==> src/rtl/pipe_reg_chain.sv <==
// pipe_reg_chain: WIDTH-bit, DEPTH-stage register pipeline with per-stage
// valid bits and a valid/ready handshake. An empty stage accepts data even
// while the stages below it are stalled.
// Optional build macro PIPE_REG_CHAIN_PARITY_EN adds a per-stage even-parity
// bit, an inj_perr input and a live out_perr; without it out_perr is 0.
module pipe_reg_chain #(
  parameter int unsigned       WIDTH   = 8,
  parameter int unsigned       DEPTH   = 4,
  parameter logic [WIDTH-1:0]  RST_VAL = '0
) (
  input  logic                         clk,
  input  logic                         rst,
  input  logic                         flush,
  input  logic                         in_valid,
  output logic                         in_ready,
  input  logic [WIDTH-1:0]             in_data,
  output logic                         out_valid,
  input  logic                         out_ready,
  output logic [WIDTH-1:0]             out_data,
  output logic [$clog2(DEPTH+1)-1:0]   occupancy,
`ifdef PIPE_REG_CHAIN_PARITY_EN
  input  logic                         inj_perr,
`endif
  output logic                         out_perr
);

  localparam int unsigned OCC_W = $clog2(DEPTH+1);

  logic [WIDTH-1:0] data_q  [DEPTH];
  logic [DEPTH-1:0] vld_q;
  logic [DEPTH:0]   rdy;
  logic [DEPTH-1:0] up_vld;
  logic [WIDTH-1:0] up_data [DEPTH];

  // Stage ready: written in closed form (downstream ready, or any empty stage
  // at or below this one) so the chain has no self-referencing vector.
  always_comb begin
    logic full_tail;
    rdy        = '0;
    full_tail  = 1'b1;
    rdy[DEPTH] = out_ready;
    for (int unsigned i = 0; i < DEPTH; i++) begin
      full_tail = 1'b1;
      for (int unsigned j = 0; j < DEPTH; j++) begin
        if (j >= i) full_tail = full_tail & vld_q[j];
      end
      rdy[i] = out_ready | ~full_tail;
    end
  end

  // Upstream source of each stage: the input port for stage 0, else the previous stage.
  always_comb begin
    up_vld     = '0;
    up_vld[0]  = in_valid;
    up_data[0] = in_data;
    for (int unsigned i = 1; i < DEPTH; i++) begin
      up_vld[i]  = vld_q[i-1];
      up_data[i] = data_q[i-1];
    end
  end

  // Pipeline registers: reset, flush of valid bits, or per-stage advance/hold.
  always_ff @(posedge clk) begin
    if (rst) begin
      vld_q <= '0;
      for (int unsigned i = 0; i < DEPTH; i++) data_q[i] <= RST_VAL;
    end else if (flush) begin
      vld_q <= '0;
    end else begin
      for (int unsigned i = 0; i < DEPTH; i++) begin
        if (rdy[i]) begin
          vld_q[i] <= up_vld[i];
          if (up_vld[i]) data_q[i] <= up_data[i];
        end
      end
    end
  end

  // Occupancy is a popcount of the registered valid bits only.
  always_comb begin
    occupancy = '0;
    for (int unsigned i = 0; i < DEPTH; i++) begin
      occupancy = occupancy + OCC_W'(vld_q[i]);
    end
  end

  assign in_ready  = rdy[0];
  assign out_valid = vld_q[DEPTH-1];
  assign out_data  = data_q[DEPTH-1];

`ifdef PIPE_REG_CHAIN_PARITY_EN
  logic [DEPTH-1:0] par_q;
  logic [DEPTH-1:0] up_par;

  // Parity source: generated from in_data at stage 0 (optionally inverted), carried thereafter.
  always_comb begin
    up_par    = '0;
    up_par[0] = (^in_data) ^ inj_perr;
    for (int unsigned i = 1; i < DEPTH; i++) up_par[i] = par_q[i-1];
  end

  // Parity bits move in lock-step with the data registers.
  always_ff @(posedge clk) begin
    if (rst) begin
      par_q <= '0;
    end else if (!flush) begin
      for (int unsigned i = 0; i < DEPTH; i++) begin
        if (rdy[i] && up_vld[i]) par_q[i] <= up_par[i];
      end
    end
  end

  assign out_perr = vld_q[DEPTH-1] & ((^data_q[DEPTH-1]) != par_q[DEPTH-1]);
`else
  assign out_perr = 1'b0;
`endif

endmodule
==> config.mk <==
export PLATFORM = sky130hd
export DESIGN_NAME = pipe_reg_chain
export DESIGN_NICKNAME = d
export VERILOG_FILES = /design/src/rtl/pipe_reg_chain.sv
export SDC_FILE = /design/constraint.sdc
export NUM_CORES = 1
export LEC_CHECK = 0
export ABC_AREA = 1
export CORE_MARGIN = 2
export CORE_UTILIZATION = 55
export DETAILED_ROUTE_END_ITERATION = 8
export PLACE_DENSITY = 0.83
export SLEW_MARGIN = 40
export SYNTH_ARGS = -nofsm -noshare
export SYNTH_HDL_FRONTEND = slang
export SYNTH_SLANG_ARGS = --single-unit
==> constraint.sdc <==
create_clock -name clk -period 4.3 [get_ports clk]
set_clock_uncertainty 0.05 [all_clocks]
set_input_delay 0.86 -clock clk [delete_from_list [all_inputs] [get_ports clk]]
set_output_delay 0.86 -clock clk [all_outputs]
set_load 0.01 [all_outputs]
==> flow_summary.json <==
{
  "fp-row-count": 18,
  "clk_pin_slew_worst_paths_ns": 0.10,
  "io_buffer_count": 25,
  "ys_types": 14,
  "setup.worst_path.class": "flop to output pin",
  "ys.flop_type": "edfxtp_1",
  "syn2layout_area_growth_pct": 21.7,
  "async_flop_share_pct": 0,
  "status": "complete, no violations",
  "nets": 188,
  "path_delay_family": "adder cells",
  "hpwl_mm": 1.68,
  "hp-class": "flop to flop",
  "hold_viol_final": 0,
  "crit_path_top_delay_cell": "fa_1",
  "seq_power_share_pct": 67.0,
  "hold_ws_ns": 0.504,
  "worstPathCellList": "inv_1 > fa_1 > inv_1 > ha_1 > ha_1 > clkdlybuf4s50_1",
  "drc": 0,
  "totalWireLength_mm": 2.13,
  "p_per_area_nw_per_um2": 325,
  "irDropWorstVdd_uv": 276,
  "crit_fanout": 6,
  "cap_violations": 0,
  "final_area_sq_um": 1830,
  "reg2reg_slack_ns": 2.81,
  "rsz0062_at_grt": "false",
  "fp.coreArea_sq_um": 2540,
  "stdcell_count": 201,
  "crit_required_ns": 3.39,
  "final_util_pct": 72.0,
  "synthTopCellsByCount": "inv_1 (43), nor2_1 (33), edfxtp_1 (32)",
  "drt_iter0_drc": 14,
  "final.setup.tns_ns": 0,
  "grt_first_pass_wirelength_mm": 3.44,
  "holdPathStages": 2,
  "synth_cells": 140,
  "drtPass1Iterations": 4,
  "min_to": "data_q[2][1]$_SDFFCE_PN0P_",
  "fmax_ghz": 0.302,
  "track_usage_pct": 14.3,
  "rr_endpoint": "data_q[0][7]$_SDFFCE_PN0P_",
  "fin_crit_sh_pct": 77.0,
  "cts_buffer_depth": 2,
  "pin_count": 27,
  "cp.depth": 6,
  "ys_ff_latch": 36,
  "hold_start": "data_q[1][1]$_SDFFCE_PN0P_",
  "postCtsSetupRepairBufs": 0,
  "start_util_pct": 59.2,
  "cp_slowest_stage_delay_ns": 0.54,
  "multi_input_area_sq_um": 297,
  "synth_area_leaders": "edfxtp_1 (64%), inv_1 (11%), nor2_1 (8.2%)",
  "drv_slew": 0,
  "worst-endpoint-arrival_ns": 2.40,
  "reg2regPathDepth": 4,
  "die_h_microns": 56.3,
  "synth_area_leader_cell": "edfxtp_1",
  "fin_crit_ns": 3.31,
  "switching_share_pct": 20.2,
  "synth.avg_cell_area_sq_um": 10.8,
  "finalWeightedCongestion": 0.810,
  "drive_above_1_share_pct": 4.68,
  "cts_buffers": 5,
  "ctsHoldBuffers": 0,
  "place_inst": 194,
  "syn_nets": 157,
  "diodes": 0,
  "grt_antenna_before_repair": 0,
  "seq_area_sq_um": 1040,
  "clock-sinks": 36,
  "clockRootBuffer": "clkbuf_4",
  "vias": 961,
  "fillers": 179,
  "cts_tree": "done",
  "synth_edf_count": 32,
  "h-tree-depth": 2,
  "r2r_start": "vld_q[1]$_SDFFE_PP0P_",
  "p_leak_nw": 0.792,
  "crit_start": "vld_q[3]$_SDFFE_PP0N_",
  "post_dp_cell_area_sq_um": 1790,
  "synth_area_sq_um": 1510,
  "clock_power_share_pct": 26.0,
  "synth.yosys.warnings": 0,
  "grt_pass1_vias": 865,
  "p_comb_share_pct": 7.0,
  "finalWorstSetupSlack_ns": 0.989,
  "worst_setup_path_start_kind": "flop",
  "grt_overflow_total": 0,
  "wl_per_cell_microns": 10.6,
  "fp.dieW_microns": 56.3,
  "ys_seq_area_share_pct": 69.1,
  "preCtsSetupSlack_ns": 1.31,
  "postCtsResizedCells": 0,
  "synth_top_area_share_pct": 63.8,
  "setup_violations": 0,
  "ant_nets": 0,
  "crit_buf_inv": 3,
  "die-area_sq_um": 3170,
  "intPower_uw": 475,
  "clk_latency_ns": 0.32,
  "viasPerCell": 4.78,
  "switching_power_uw": 121,
  "synth.most_common_cell": "inv_1",
  "crit_path_end_kind": "output pin",
  "total_power_uw": 596,
  "grt_max_degree": 11
}
-- power by group through the flow --
stage	clock network (mW)	logic [mW]	registers [mW]
3_5_place_dp	0	0.0418	0.407
5_1_grt	0.173	0.0460	0.400
2_1_floorplan	0	0.0186	0.408
4_1_cts	0.161	0.0420	0.399
3_3_place_gp	0	0.0396	0.407
6_report	0.155	0.0415	0.399
-- how the worst max path moves through the flow --
stage | endpoint | slack, ns
final | occupancy[1] | 0.99
after global routing | occupancy[1] | 0.92
after CTS | occupancy[1] | 0.96
after detailed placement | in_ready | 1.31
after global placement | in_ready | 1.33
after floorplan | occupancy[1] | 1.85
-- flip-flops by register name, summed over array words and instances, names as in the netlist --
| name | cells |
|---|---|
| vld_q | 4 |
| data_q | 32 |
-- worst min-delay path: cells and delay by family (launching register included) --
kind	cells	cell delay (ns)
buf+inv	1	0.04
simple gates	1	0.08
flops	1	0.33
-- kinds of logic (layout without fill, tap and decap cells) --
group | count (synthesis) | count (layout) | synth area share, %
flip-flops | 36 | 36 | 69.1
AND/OR/NAND/NOR | 52 | 52 | 14.6
other | 1 | 1 | 0.249
buffers and inverters | 44 | 75 | 11.2
adder cells (fa/ha/maj) | 4 | 4 | 3.82
AO/OA/AOI/OAI | 3 | 3 | 0.996
-- routing by layer --
layer / up-vias / share of wire (%) / track usage, %
li1: 491 / - / -
met1: 430 / 37 / 14.0
met2: 37 / 55 / 27.2
met3: 3 / 6.3 / 4.84
met4: 0 / 0.85 / 5.10
met5: - / 0 / 0
-- cell usage in the layout, fill, tap and decap left out --
cell,synthesis,final
dfxtp_1,4,4
nand4_1,2,2
nor2_2,1,1
conb_1,1,1
clkdlybuf4s50_1,0,25
clkbuf_1,0,1
ha_1,3,3
inv_1,43,43
fa_1,1,1
nor2_1,33,33
nand3_2,1,1
edfxtp_1,32,32
nand3_1,9,9
a21oi_1,3,3
clkinv_2,0,1
clkbuf_4,0,5
nand2_1,6,6
-- layout make-up --
cell class,count,area share (%)
multi-input combinational,60,16.2
timing repair buffer,25,13.7
clock inverter,1,0.273
inverter,43,8.81
clock buffer,6,2.25
tap,30,2.05
sequential,36,56.8
Power figures use the tool's default switching activity.
